### config.mk
export PLATFORM = sky130hd
export DESIGN_NAME = if_stage
export DESIGN_NICKNAME = d
export VERILOG_FILES = /design/src/rtl/pipeline_pkg.sv /design/src/rtl/if_fetch_buf.sv /design/src/rtl/if_stage.sv
export SDC_FILE = /design/constraint.sdc
export NUM_CORES = 1
export LEC_CHECK = 0
export BUFFER_PORTS_ARGS = -buffer_cell sky130_fd_sc_hd__buf_2
export CORE_UTILIZATION = 40
export CTS_CLUSTER_SIZE = 10
export DETAILED_ROUTE_END_ITERATION = 10
export GPL_TIMING_DRIVEN = 0
export PLACE_DENSITY = 0.57
export SYNTH_ARGS = -nofsm -noshare
export SYNTH_HDL_FRONTEND = slang
export SYNTH_SLANG_ARGS = --single-unit
### constraint.sdc
create_clock -name clk -period 4.5 [get_ports clk]
set_clock_uncertainty 0.1 [all_clocks]
set_input_delay 0.45 -clock clk [delete_from_list [all_inputs] [get_ports clk]]
set_output_delay 0.45 -clock clk [all_outputs]
set_load 0.1 [all_outputs]
### src/rtl/pipeline_pkg.sv
// Shared fetch-pipeline definitions: reset/exception vectors, NOP word,
// fetch FSM state encoding and the IF/ID buffer entry.
package pipeline_pkg;

    localparam logic [31:0] RESET_PC_DEFAULT = 32'h0000_3000;
    localparam logic [31:0] EXC_VEC_DEFAULT  = 32'h0000_4180;
    localparam logic [31:0] NOP_WORD         = 32'h0000_0000;

    typedef enum logic [1:0] {
        IF_IDLE,
        IF_FETCH,
        IF_HOLD,
        IF_DRAIN
    } if_state_t;

    typedef struct packed {
        logic [31:0] pc4;
        logic [31:0] instr;
        logic        exc;
    } fetch_ent_t;

endpackage

### src/rtl/if_fetch_buf.sv
// IF/ID output buffer: load wins over clear, otherwise the entry holds.
module if_fetch_buf
    import pipeline_pkg::*;
(
    input  logic       clk,
    input  logic       rst,
    input  logic       load,
    input  logic       clear,
    input  fetch_ent_t ld_ent,
    output logic       valid,
    output fetch_ent_t ent
);

    always_ff @(posedge clk) begin
        if (!rst) begin
            valid <= 1'b0;
            ent   <= '0;
        end else if (load) begin
            valid <= 1'b1;
            ent   <= ld_ent;
        end else if (clear) begin
            valid <= 1'b0;
            ent   <= '0;
        end
    end

endmodule

### src/rtl/if_stage.sv
// Instruction fetch stage: pc/request FSM driving imem and the IF/ID buffer.
// Define IF_STAGE_ALIGN_EN to turn misaligned redirect targets into fetch exceptions.
module if_stage
    import pipeline_pkg::*;
#(
    parameter logic [31:0] RESET_PC = RESET_PC_DEFAULT,
    parameter logic [31:0] EXC_VEC  = EXC_VEC_DEFAULT
) (
    input  logic        clk,
    input  logic        rst,
    input  logic        stall,
    input  logic        redirect,
    input  logic [31:0] redirect_pc,
    output logic        imem_req,
    output logic [31:0] imem_addr,
    input  logic        imem_ready,
    input  logic [31:0] imem_rdata,
    output logic        out_valid,
    output logic [31:0] out_pc4,
    output logic [31:0] out_instr,
    output logic        out_exc
);

    if_state_t   state;
    logic [31:0] pc, req_addr;
    logic [31:0] tgt, resume_pc;
    logic        tgt_misal, pc_misal, resume_misal, resume;
    logic        buf_load, buf_clear, buf_valid;
    fetch_ent_t  ld_ent, buf_ent;

`ifdef IF_STAGE_ALIGN_EN
    assign tgt       = redirect_pc;
    assign tgt_misal = |redirect_pc[1:0];
    assign pc_misal  = |pc[1:0];
`else
    assign tgt       = redirect_pc & ~32'h3;
    assign tgt_misal = 1'b0;
    assign pc_misal  = 1'b0;
`endif

    // Where fetching restarts once no request is outstanding; a redirect seen
    // in the same cycle overrides the pc parked by an earlier one.
    assign resume_pc    = redirect ? tgt : pc;
    assign resume_misal = redirect ? tgt_misal : pc_misal;

    always_comb begin
        imem_req  = 1'b0;
        imem_addr = req_addr;
        resume    = 1'b0;
        buf_load  = 1'b0;
        buf_clear = redirect;
        ld_ent    = '{pc4: req_addr + 32'd4, instr: imem_rdata, exc: 1'b0};
        case (state)
            IF_IDLE: resume = redirect;
            IF_FETCH: begin
                imem_req = 1'b1;
                if (redirect) resume   = imem_ready;
                else          buf_load = imem_ready;
            end
            IF_HOLD: begin
                if (redirect) begin
                    resume = 1'b1;
                end else if (!stall) begin
                    // buffer is taken this cycle; issue the next fetch back-to-back
                    imem_req   = 1'b1;
                    imem_addr  = pc;
                    buf_clear  = 1'b1;
                    buf_load   = imem_ready;
                    ld_ent.pc4 = pc + 32'd4;
                end
            end
            IF_DRAIN: begin
                imem_req = 1'b1;
                resume   = imem_ready;
            end
        endcase
        if (resume && resume_misal) begin
            buf_load = 1'b1;
            ld_ent   = '{pc4: resume_pc + 32'd4, instr: NOP_WORD, exc: 1'b1};
        end
    end

    always_ff @(posedge clk) begin
        if (!rst) begin
            state    <= IF_IDLE;
            pc       <= RESET_PC;
            req_addr <= RESET_PC;
        end else if (resume) begin
            if (resume_misal) begin
                state <= IF_HOLD;
                pc    <= EXC_VEC;
            end else begin
                state    <= IF_FETCH;
                pc       <= resume_pc;
                req_addr <= resume_pc;
            end
        end else begin
            case (state)
                IF_IDLE: begin
                    state    <= IF_FETCH;
                    req_addr <= pc;
                end
                IF_FETCH: begin
                    if (redirect) begin
                        state <= IF_DRAIN;
                        pc    <= tgt;
                    end else if (imem_ready) begin
                        state <= IF_HOLD;
                        pc    <= req_addr + 32'd4;
                    end
                end
                IF_HOLD: begin
                    if (!stall) begin
                        req_addr <= pc;
                        if (imem_ready) pc    <= pc + 32'd4;
                        else            state <= IF_FETCH;
                    end
                end
                IF_DRAIN: begin
                    if (redirect) pc <= tgt;
                end
            endcase
        end
    end

    if_fetch_buf u_buf (
        .clk    (clk),
        .rst    (rst),
        .load   (buf_load),
        .clear  (buf_clear),
        .ld_ent (ld_ent),
        .valid  (buf_valid),
        .ent    (buf_ent)
    );

    assign out_valid = buf_valid;
    assign out_pc4   = buf_ent.pc4;
    assign out_instr = buf_ent.instr;
    assign out_exc   = buf_ent.exc;

endmodule
* Word-level counts from Yosys, hierarchy flattened
Cells that the tools add are included.
** Operators by class
- Bitwise logic cells :: 1
- Muxes and demuxes :: 37
- Equality and inequality tests :: 10
- Reduce and logical (&&, ||, !) cells :: 11
- Add/subtract/negate cells :: 2
** Operators by type and width (number)
- 32-bit 2-to-1 mux :: 13
- 65-bit 2-to-1 mux :: 2
- 32-bit case mux with 3 select lines :: 1
- 32-bit by 3-bit adder with 32-bit output, second input constant :: 2
- 32-bit case mux with 2 select lines :: 1
- 1-bit 2-to-1 mux :: 12
- 3-bit != test, second input constant :: 4
- 4-bit AND reduction :: 3
- 2-bit 2-to-1 mux :: 4
- 4-bit nonzero test :: 2
- 2-bit case mux with 3 select lines :: 1
- 3-bit nonzero test :: 2
- 2-bit == test, second input constant :: 2
- 2-bit != test, second input constant :: 2
- 4-bit != test, second input constant :: 1
- 1-bit case mux with 2 select lines :: 2
- 1-bit case mux with 4 select lines :: 1
- 2-bit OR reduction :: 2
- 2-bit by 1-bit == test with 1-bit output, second input constant :: 1
- 2-bit logical NOT :: 1
- 2-bit nonzero test :: 1
- 1-bit NOT :: 1
** Word-level totals
- Logic and storage cells :: 68
- Output and inout bits :: 99
- Bits in registers :: 131

* Depth between registers and ports, before layout
Gate-level depths: netlist of the first run.
- Depth after elaboration :: 5
- Depth in mapped cells :: 11
- Depth with buffers taken out :: 8

* Modules after synthesis
Synthesis of the first run repeated with hierarchy kept, for this count alone.
** Second synthesis, totals
- Cell total of the unflattened synthesis :: 1155
- Area, all modules :: 9200.1 µm²
** Modules (own cells, without submodules)
- if_stage :: cells an instance 863, area each 6005.8 µm², instances 1
- if_fetch_buf :: cells an instance 292, area each 3194.3 µm², instances 1

* Least setup slack after synthesis of the first run
OpenSTA, ideal clock, no wires.
- Path type :: input-to-output
- Start point :: in redirect
- End point :: out imem_addr[13]
- Data arrival time :: 3.595 ns
- Setup slack :: 0.355 ns
- Path buffers :: 4
- Stages on the path :: 6
- Data required time :: 3.950 ns
- Path through :: buf_2 > buf_1 > nor2_1 > clkbuf_1 > clkbuf_1 > o21ai_0
** Between the ends
- Longest elaborated chain between the ends :: 2
** Ends and longest elaborated chain
- start: declaration :: RTL line if_stage.sv:12 : input logic redirect,
- 32-bit 2-to-1 mux :: RTL line if_stage.sv:61 : if (redirect) begin
- 32-bit 2-to-1 mux :: RTL line if_stage.sv:53 : case (state)
- end: declaration :: RTL line if_stage.sv:15 : output logic [31:0] imem_addr,
Every way passes these cells.

* Worst setup path after layout of the first run
- Start point :: reg state[0]
- End point :: out imem_addr[13]
** Between the ends
- Longest elaborated chain between the ends :: 2
** Ends and longest elaborated chain
- start: declaration :: RTL line if_stage.sv:24 : if_state_t state;
- start signal: assignment :: RTL line if_stage.sv:85 : state <= IF_IDLE;
- start signal: assignment :: RTL line if_stage.sv:90 : state <= IF_HOLD;
- start signal: assignment :: RTL line if_stage.sv:93 : state <= IF_FETCH;
- 2-bit == test :: RTL line if_stage.sv:53
- 32-bit 2-to-1 mux :: RTL line if_stage.sv:53
Every way passes these cells.

==> results.sh, run 1 <==
export IMPL_rows=52
export IMPL_coreArea_sq_um=20300
export IMPL_synth_distinct_cells=79
export IMPL_synth_edf_count=0
export IMPL_grt_antenna_before_repair=1
export IMPL_reg2reg_depth=10
export IMPL_area_growth_pct=21.1
export IMPL_tightest_slew_ns=1.16
export IMPL_synth_top_area_share_pct=31.5
export IMPL_synthTopCellsByArea="dfxtp_1, nand2_1, o21ai_0"
export IMPL_ys_ff_latch=131
export IMPL_wirelength_um=35200
export IMPL_drive_gt1_share_pct=18.6
export IMPL_syn_area_sq_um=8330
export IMPL_ys_warn_count=0
export IMPL_rsz0062_at_grt="false"
export IMPL_cp_slowest_cell="nor2_1"
export IMPL_grt_use_total_pct=32.4
export IMPL_startpoint_type="flop"
export IMPL_path_cells="inv_1 -> ha_1 -> nand2b_1 -> nor2_1 -> clkbuf_1 -> clkbuf_1 -> nand2_1 -> o21ai_0 -> buf_2"
export IMPL_ant_nets=0
export IMPL_synth_nets=1201
export IMPL_clock_path_buffers=2
export IMPL_io_buffers=164
export IMPL_hold_path_depth=3
export IMPL_hpwlAfterDp_um=26300
export IMPL_report_final_setup_viol=0
export IMPL_ctsHoldBuffers=0
export IMPL_cts_sinks=131
export IMPL_drt_iter0_markers=1386
export IMPL_slew_headroom_pct=22.1
export IMPL_vias_per_cell=6.06
export IMPL_dieHeight_um=146
export IMPL_post_drt_wl_per_cell_um=22.1
export IMPL_synthArstFlopShare_pct=0
export IMPL_cap_violations=0
export IMPL_finalNetCount=1384
export IMPL_place_ws_ns=0.377
export IMPL_cp_end_kind="output pin"
export IMPL_p_leak_nw=4.12
export IMPL_drc=0
export IMPL_grt_pass1_wl_um=52100
export IMPL_avgSynthCellArea_sq_um=7.40
export IMPL_root_buffer="clkbuf_16"
export IMPL_register_area_sq_um=2620
export IMPL_power_density_nw_per_um2=447
export IMPL_insertion_delay_ns=0.44
export IMPL_finalHoldViolations=0
export IMPL_io_pins=168
export IMPL_path_class="flop to output pin"
export IMPL_cts_buffers=17
export IMPL_power_total_mw=4.50
export IMPL_synth_cells=1126
export IMPL_fp_dieW_um=146
export IMPL_dr_pass1_iters=6
export IMPL_peakVddDrop_uv=275
export IMPL_yosysSeqAreaShare_pct=31.5
export IMPL_timing_fmax_mhz=238
export IMPL_dr_total_vias=9646
export IMPL_overflow=0
export IMPL_grt_pass1_vias=8630
export IMPL_min_path_type="input port to flop"
export IMPL_grt_max_degree=17
export IMPL_critPathMaxStageDelay_ns=0.71
export IMPL_clk_pin_slew_ns=0.06
export IMPL_synth_ff_type="dfxtp_1"
export IMPL_die_area_sq_um=21400
export IMPL_required_ns=3.95
export IMPL_cp_data_arrival_time_ns=3.66
export IMPL_fin_setup_tns_ns=0
export IMPL_cp_common_cell="clkbuf_1"
export IMPL_cts_tree="built"
export IMPL_reg2reg_slack_ns=1.30
export IMPL_finalMaxSlewViolations=0
export IMPL_place_congestion=0.998
export IMPL_multi_input_area_sq_um=5210
export IMPL_fin_crit_sh_pct=93.5
export IMPL_initial_core_util_pct=41.0
export IMPL_postCtsSetupBuffers=0
export IMPL_setup_slack_ns=0.291
export IMPL_period_minus_slack_ns=4.21
export IMPL_ctsResizeCount=0
export IMPL_synth_top_cell_by_area="dfxtp_1"
export IMPL_fillers=2118
export IMPL_htreeDepth=4
export IMPL_outcome="finished clean"
export IMPL_diodes=0
export IMPL_critPathMaxFanout=10
## flip-flops by register name (all words and copies together), names as in the netlist
signal / cells
req_addr: 32
u_buf.ent: 64
pc: 32
u_buf.valid: 1
state: 2
## worst max-delay path, delay by kind of cell (launching register included)
family | cells | cell delay [ns]
flip-flops | 1 | 0.33
adder cells (fa/ha/maj) | 1 | 0.21
AND/OR/NAND/NOR | 3 | 0.93
buffers and inverters | 4 | 1.61
AO/OA/AOI/OAI | 1 | 0.13
## Yosys cell counts, types with 11 or more instances
cell,instances
nand2_1,236
a22oi_1,48
nand3_1,75
a31oi_1,17
and2_1,30
a221oi_1,11
xor2_1,13
buf_1,12
xnor2_1,37
o211ai_1,12
dfxtp_1,131
nand4_1,18
o21ai_0,79
inv_1,15
a21oi_1,29
nor2_1,36
and3_1,16
clkbuf_1,72
a21boi_0,40
buf_2,24
## cell families after synthesis
| kind of cell | after synthesis | share of synthesized area, % |
|---|---|---|
| other cells | 1 | 0.0450 |
| fa+ha+maj | 6 | 0.901 |
| buf+inv | 124 | 5.99 |
| xor+xnor | 50 | 5.26 |
| simple gates | 477 | 27.6 |
| flops | 131 | 31.5 |
| compound gates | 324 | 27.1 |
| mux | 13 | 1.65 |
## cell usage in the layout, fill, tap and decap left out, types with 5 or more instances in the layout
master	Yosys	final
ha_1	6	6
buf_2	24	188
clkbuf_16	0	17
a22oi_1	48	48
o211ai_1	12	12
xnor2_1	37	37
nor4_1	9	9
nor2b_1	9	9
o22ai_1	5	5
and3_1	16	16
nand3_1	75	75
nor3_1	9	9
o221ai_1	10	10
o21ai_0	79	79
mux2_2	6	6
a221oi_1	11	11
and4_1	5	5
nor4_2	5	5
dfxtp_1	131	131
a22o_1	9	9
xor2_1	13	13
buf_1	12	12
nor2_1	36	36
and2_1	30	30
a31oi_1	17	17
a211oi_1	5	5
a21oi_1	29	29
clkbuf_1	72	72
nand4_1	18	18
mux2i_1	7	7
a221o_1	7	7
inv_1	15	15
nand2b_1	8	8
a21boi_0	40	40
nand2_1	236	236
## cell type report
type                            count  share of cell area [%]
Buffer                            109                    4.39
Clock buffer                       17                    4.22
Clock inverter                     15                    1.69
Inverter                           15                   0.558
Multi-Input combinational cell    871                    51.6
Sequential cell                   131                    26.0
Tap cell                          270                    3.35
Timing Repair Buffer              164                    8.14
## metal layers
metal / vias to the layer above / wire length (um) / track usage (%)
met3: 98 / 4800 / 10.5
met5: - / 13 / 0
met1: 4452 / 15200 / 46.1
met4: 2 / 1080 / 11.4
li1: 4431 / - / -
met2: 663 / 14100 / 45.1
## worst paths after layout
path / from / end
worst max register to register: state[0] / req_addr[30]
worst min-delay path: imem_rdata[14] / u_buf.ent[15]
worst min register to register: u_buf.ent[52] / u_buf.ent[52]
worst max-delay path: state[0] / imem_addr[13]
## power breakdown
group          internal [mW]  switching [mW]
clock network          0.831           0.615
logic                  0.429            1.23
registers               1.27           0.125
total                   2.53            1.97
## metrics by stage
step | hold WS, ns | instances | util (%) | cell area [sq um]
3_5_place_dp | 0.329 | 1560 | 46.7 | 9490
5_1_grt | 0.163 | 1592 | 49.7 | 10100
2_1_floorplan | 0.389 | 1126 | - | 8330
4_1_cts | 0.155 | 1592 | 49.7 | 10100
3_3_place_gp | 0.321 | 1560 | 46.7 | 9490
6_report | 0.156 | 1592 | 49.7 | 10100
No activity file was read; power rests on OpenSTA's default activity.
==> inputs of run 2 (changes only) <==
==> constraint.sdc (replaced) <==
create_clock -name clk -period 4.1 [get_ports clk]
set_clock_uncertainty 0.1 [all_clocks]
set_input_delay 0.41 -clock clk [delete_from_list [all_inputs] [get_ports clk]]
set_output_delay 0.41 -clock clk [all_outputs]
set_load 0.1 [all_outputs]
==> results.sh, run 2 (synthesis gave the netlist of run 1 again) <==
export IMPL_outcome="finished clean"
export IMPL_finalHoldViolations=0
export IMPL_io_buffers=164
export IMPL_cp_end_kind="output pin"
export IMPL_hold_start="imem_rdata[14]"
export IMPL_cap_violations=0
export IMPL_reg2reg_depth=10
export IMPL_grt_pass1_vias=8630
export IMPL_reg2reg_slack_ns=0.92
export IMPL_critPathMaxStageDelay_ns=0.50
export IMPL_rsz0062_at_grt="false"
export IMPL_power_share_clock_pct=32.0
export IMPL_grt_antenna_before_repair=1
export IMPL_largest_register="u_buf.ent"
export IMPL_grt_use_total_pct=32.4
export IMPL_required_ns=3.59
export IMPL_finalMaxSlewViolations=0
export IMPL_dieHeight_um=146
export IMPL_fin_crit_sh_pct=94.9
export IMPL_cp_common_cell="clkbuf_1"
export IMPL_ant_nets=0
export IMPL_io_pins=168
export IMPL_post_dp_cell_area_sq_um=9490
export IMPL_fin_setup_tns_ns=0
export IMPL_p_sw_mw=2.15
export IMPL_rows=52
export IMPL_drive_gt1_share_pct=18.8
export IMPL_post_route_cell_area_sq_um=10100
export IMPL_cp_startpoint="state[0]"
export IMPL_tightest_slew_ns=1.12
export IMPL_post_drt_wl_per_cell_um=22.1
export IMPL_dr_pass1_iters=6
export IMPL_sequentialPowerShare_pct=31.1
export IMPL_htreeDepth=4
export IMPL_root_buffer="clkbuf_16"
export IMPL_slew_headroom_pct=24.7
export IMPL_grt_pass1_wl_um=52100
export IMPL_cp_slowest_cell="clkbuf_1"
export IMPL_drc=0
export IMPL_startpoint_type="flop"
export IMPL_overflow=0
export IMPL_internal_power_mw=2.78
export IMPL_combPwrFrac_pct=36.9
export IMPL_path_class="flop to output pin"
export IMPL_r2r_end="req_addr[30]"
export IMPL_cts_sinks=131
export IMPL_area_growth_pct=21.1
export IMPL_die_area_sq_um=21400
export IMPL_finalNetCount=1384
export IMPL_cts_buffers=17
export IMPL_dr_total_vias=9609
export IMPL_post_route_util_pct=49.7
export IMPL_vias_per_cell=6.04
export IMPL_clock_path_buffers=2
export IMPL_period_minus_slack_ns=3.89
export IMPL_initial_core_util_pct=41.0
export IMPL_hold_slack_ns=0.122
export IMPL_cp_data_arrival_time_ns=3.38
export IMPL_cts_tree="built"
export IMPL_report_final_setup_viol=0
export IMPL_drt_iter0_markers=1362
export IMPL_insertion_delay_ns=0.44
export IMPL_largest_reg_flops=64
export IMPL_reg_top3="u_buf.ent (64), pc (32), req_addr (32)"
export IMPL_power_switching_share_pct=43.7
export IMPL_place_congestion=0.998
export IMPL_fp_dieW_um=146
export IMPL_hpwlAfterDp_um=26300
export IMPL_min_path_type="input port to flop"
export IMPL_timing_fmax_mhz=257
export IMPL_ctsHoldBuffers=0
export IMPL_wirelength_um=35200
export IMPL_grt_max_degree=17
export IMPL_critPathMaxFanout=10
export IMPL_hold_path_depth=3
export IMPL_power_density_nw_per_um2=489
export IMPL_hold_path_endpoint="u_buf.ent[15]"
export IMPL_layout_common_cells="nand2_1, buf_2, dfxtp_1, o21ai_0, nand3_1"
export IMPL_diodes=0
export IMPL_critPathBufInv=4
export IMPL_path_cells="inv_1 -> ha_1 -> nand2b_1 -> nor2_2 -> clkbuf_1 -> clkbuf_1 -> nand2_1 -> o21ai_0 -> buf_2"
export IMPL_mostFrequentLayoutCell="nand2_1"
export IMPL_peakVddDrop_uv=297
export IMPL_p_leak_nw=4.12
export IMPL_cp_top_family="buffers and inverters"
export IMPL_timing_rr_start="state[0]"
export IMPL_power_total_mw=4.94
export IMPL_clk_pin_slew_ns=0.06
export IMPL_coreArea_sq_um=20300
run 2: per-stage QoR:
step,cells,worst slack [ns]
after floorplan,1126,0.0347
after global placement,1560,0.0222
after detailed placement,1560,0.0572
after CTS,1592,0.0650
after global routing,1592,0.0103
final,1592,0.208
run 2: power by group through the flow:
stage | clock network (mW) | registers [mW] | logic, mW
global route | 1.67 | 1.55 | 1.91
global placement | 0 | 1.55 | 1.76
CTS | 1.60 | 1.53 | 1.76
floorplan | 0 | 1.60 | 1.20
finish | 1.58 | 1.53 | 1.82
detailed placement | 0 | 1.55 | 1.75
run 2: layout make-up:
type | count | area (sq um)
Clock inverter | 15 | 170
Timing Repair Buffer | 164 | 821
Multi-Input combinational cell | 871 | 5210
Clock buffer | 17 | 425
Fill cell | 2119 | 10200
Sequential cell | 131 | 2620
Buffer | 109 | 444
Tap cell | 270 | 338
Inverter | 15 | 56.3
run 2: layer usage:
layer	wire length (um)	up-vias	part of all wire [%]	global-route usage (%)
li1	-	4436	-	-
met4	980	2	2.8	11.4
met3	4510	82	13	10.5
met5	13	-	0.037	0
met2	14300	623	41	45.1
met1	15400	4466	44	46.1
run 2: how the worst max path moves through the flow:
| stage | cells past startpoint | endpoint | slack [ns] |
|---|---|---|---|
| detailed placement | 9 | imem_addr[23] | 0.06 |
| global placement | 9 | imem_addr[23] | 0.02 |
| CTS | 10 | imem_addr[30] | 0.06 |
| floorplan | 6 | imem_addr[13] | 0.03 |
| global route | 9 | imem_addr[23] | 0.01 |
| finish | 9 | imem_addr[23] | 0.21 |
run 2: worst reg2reg max path, stage by stage, from the launching register on:
cell and delay, ns:
dfxtp_1 0.36, ha_1 0.15, clkbuf_1 0.30, nor2_1 0.16, or2_1 0.25, clkbuf_1 0.33
a31oi_1 0.61, buf_2 0.40, a22oi_1 0.15, o21ai_0 0.18, and2_1 0.14
run 2: what timing repair did:
action                                 CTS  global route
setup endpoints to repair                1            12
pin swaps                                0             0
buffers inserted                         0             0
endpoints found under the hold margin    0             0
resized for setup                        1             2
==> inputs of run 3 (changes only) <==
==> constraint.sdc (replaced) <==
create_clock -name clk -period 3.7 [get_ports clk]
set_clock_uncertainty 0.1 [all_clocks]
set_input_delay 0.37 -clock clk [delete_from_list [all_inputs] [get_ports clk]]
set_output_delay 0.37 -clock clk [all_outputs]
set_load 0.1 [all_outputs]
==> results.sh, run 3 (synthesis gave the netlist of run 1 again) <==
export IMPL_grt_antenna_before_repair=0
export IMPL_post_drt_wl_per_cell_um=22.1
export IMPL_timing_fmax_mhz=278
export IMPL_grt_pass1_wl_um=52000
export IMPL_layout_common_cells="nand2_1, buf_2, dfxtp_1, o21ai_0, nand3_1"
export IMPL_setup_slack_ns=0.0970
export IMPL_dr_total_vias=9605
export IMPL_htreeDepth=4
export IMPL_fin_crit_sh_pct=97.4
export IMPL_finalMaxSlewViolations=0
export IMPL_io_pins=168
export IMPL_min_path_type="input port to flop"
export IMPL_largest_reg_flops=64
export IMPL_grt_max_degree=17
export IMPL_rsz0062_at_grt="false"
export IMPL_place_ws_ns=-0.333
export IMPL_area_growth_pct=21.3
export IMPL_cts_tree="built"
export IMPL_dr_pass1_iters=5
export IMPL_cts_sinks=131
export IMPL_p_leak_nw=4.12
export IMPL_outcome="finished clean"
export IMPL_fp_dieW_um=146
export IMPL_insertion_delay_ns=0.44
export IMPL_initial_core_util_pct=41.0
export IMPL_startpoint_type="flop"
export IMPL_grt_pass1_vias=8350
export IMPL_period_minus_slack_ns=3.60
export IMPL_cp_end_kind="output pin"
export IMPL_die_area_sq_um=21400
export IMPL_critPathMaxFanout=10
export IMPL_cp_data_arrival_time_ns=3.13
export IMPL_mostFrequentLayoutCell="nand2_1"
export IMPL_wirelength_um=35200
export IMPL_io_buffers=164
export IMPL_required_ns=3.23
export IMPL_power_density_nw_per_um2=536
export IMPL_tightest_slew_ns=1.08
export IMPL_slew_headroom_pct=27.3
export IMPL_root_buffer="clkbuf_16"
export IMPL_grt_use_total_pct=32.3
export IMPL_report_final_setup_viol=0
export IMPL_place_congestion=0.963
export IMPL_finalHoldViolations=0
export IMPL_ant_nets=0
export IMPL_overflow=0
export IMPL_rows=52
export IMPL_fillers=2145
export IMPL_hpwlAfterDp_um=26400
export IMPL_largest_register="u_buf.ent"
export IMPL_hold_slack_ns=0.0667
export IMPL_drive_gt1_share_pct=19.2
export IMPL_drc=0
export IMPL_clk_pin_slew_ns=0.07
export IMPL_reg_top3="u_buf.ent (64), pc (32), req_addr (32)"
export IMPL_vias_per_cell=6.04
export IMPL_diodes=0
export IMPL_finalNetCount=1383
export IMPL_cap_violations=0
export IMPL_drt_iter0_markers=1271
export IMPL_postCtsSetupBuffers=0
export IMPL_clock_path_buffers=2
export IMPL_dieHeight_um=146
export IMPL_cts_buffers=17
export IMPL_path_class="flop to output pin"
export IMPL_coreArea_sq_um=20300
export IMPL_peakVddDrop_uv=333
[run 3: changes by cell type in the layout (fill, tap and decap cells not counted), moves of 3 or more]
cell      change
clkbuf_4      +8
buf_2         -7
clkbuf_1      -5
clkbuf_2      +3
[run 3: critical path, stage by stage, from the launching register on]
cell,delay [ns]
dfxtp_1,0.36
inv_1,0.09
ha_1,0.24
buf_2,0.20
nor2b_1,0.17
nand2_1,0.32
buf_2,0.38
clkbuf_2,0.36
nand2_1,0.09
nand2_1,0.06
buf_2,0.41
[run 3: what timing repair did]
item / CTS / global route
hold buffers: 0 / 0
endpoints found under the setup margin: 28 / 25
gates resized for setup: 6 / 15
[run 3: final timing paths]
check / cells after the start / from / endpoint / slack, ns
worst min-delay path: 3 / imem_rdata[16] / u_buf.ent[17] / 0.07
worst min register to register: 2 / u_buf.ent[52] / u_buf.ent[52] / 0.33
worst max-delay path: 10 / state[0] / imem_addr[26] / 0.1
worst max register to register: 9 / state[0] / pc[9] / 0.44
[run 3: power breakdown]
group          switching [mW]  internal (mW)
logic                    1.49          0.530
clock network           0.805          0.899
registers               0.149           1.55
[run 3: per-layer routing]
metal  GRT usage, %  part of all wire, %  vias to the layer above
met5           2.05                 0.16                        -
met4           10.9                  3.1                        2
met3           11.0                   13                       83
met2           45.1                   40                      616
met1           45.7                   44                     4476
li1               -                    -                     4428
[run 3: stage by stage]
step	cell area, sq um	power (mW)	TNS [ns]	cells	util, %
3_3_place_gp	9490	3.66	-6.42	1560	46.7
4_1_cts	10100	5.35	0	1592	49.7
3_5_place_dp	9490	3.66	-4.43	1560	46.7
5_1_grt	10100	5.61	0	1591	49.8
2_1_floorplan	8330	3.10	-1.14	1126	-
6_report	10100	5.42	0	1591	49.8
[run 3: area by class of cell]
class	count	area (sq um)	share of cell area, %
Multi-Input combinational cell	871	5210	51.6
Sequential cell	131	2620	26.0
Timing Repair Buffer	164	843	8.35
Buffer	108	447	4.42
Clock buffer	17	425	4.21
Tap cell	270	338	3.34
Clock inverter	15	155	1.54
Inverter	15	56.3	0.557
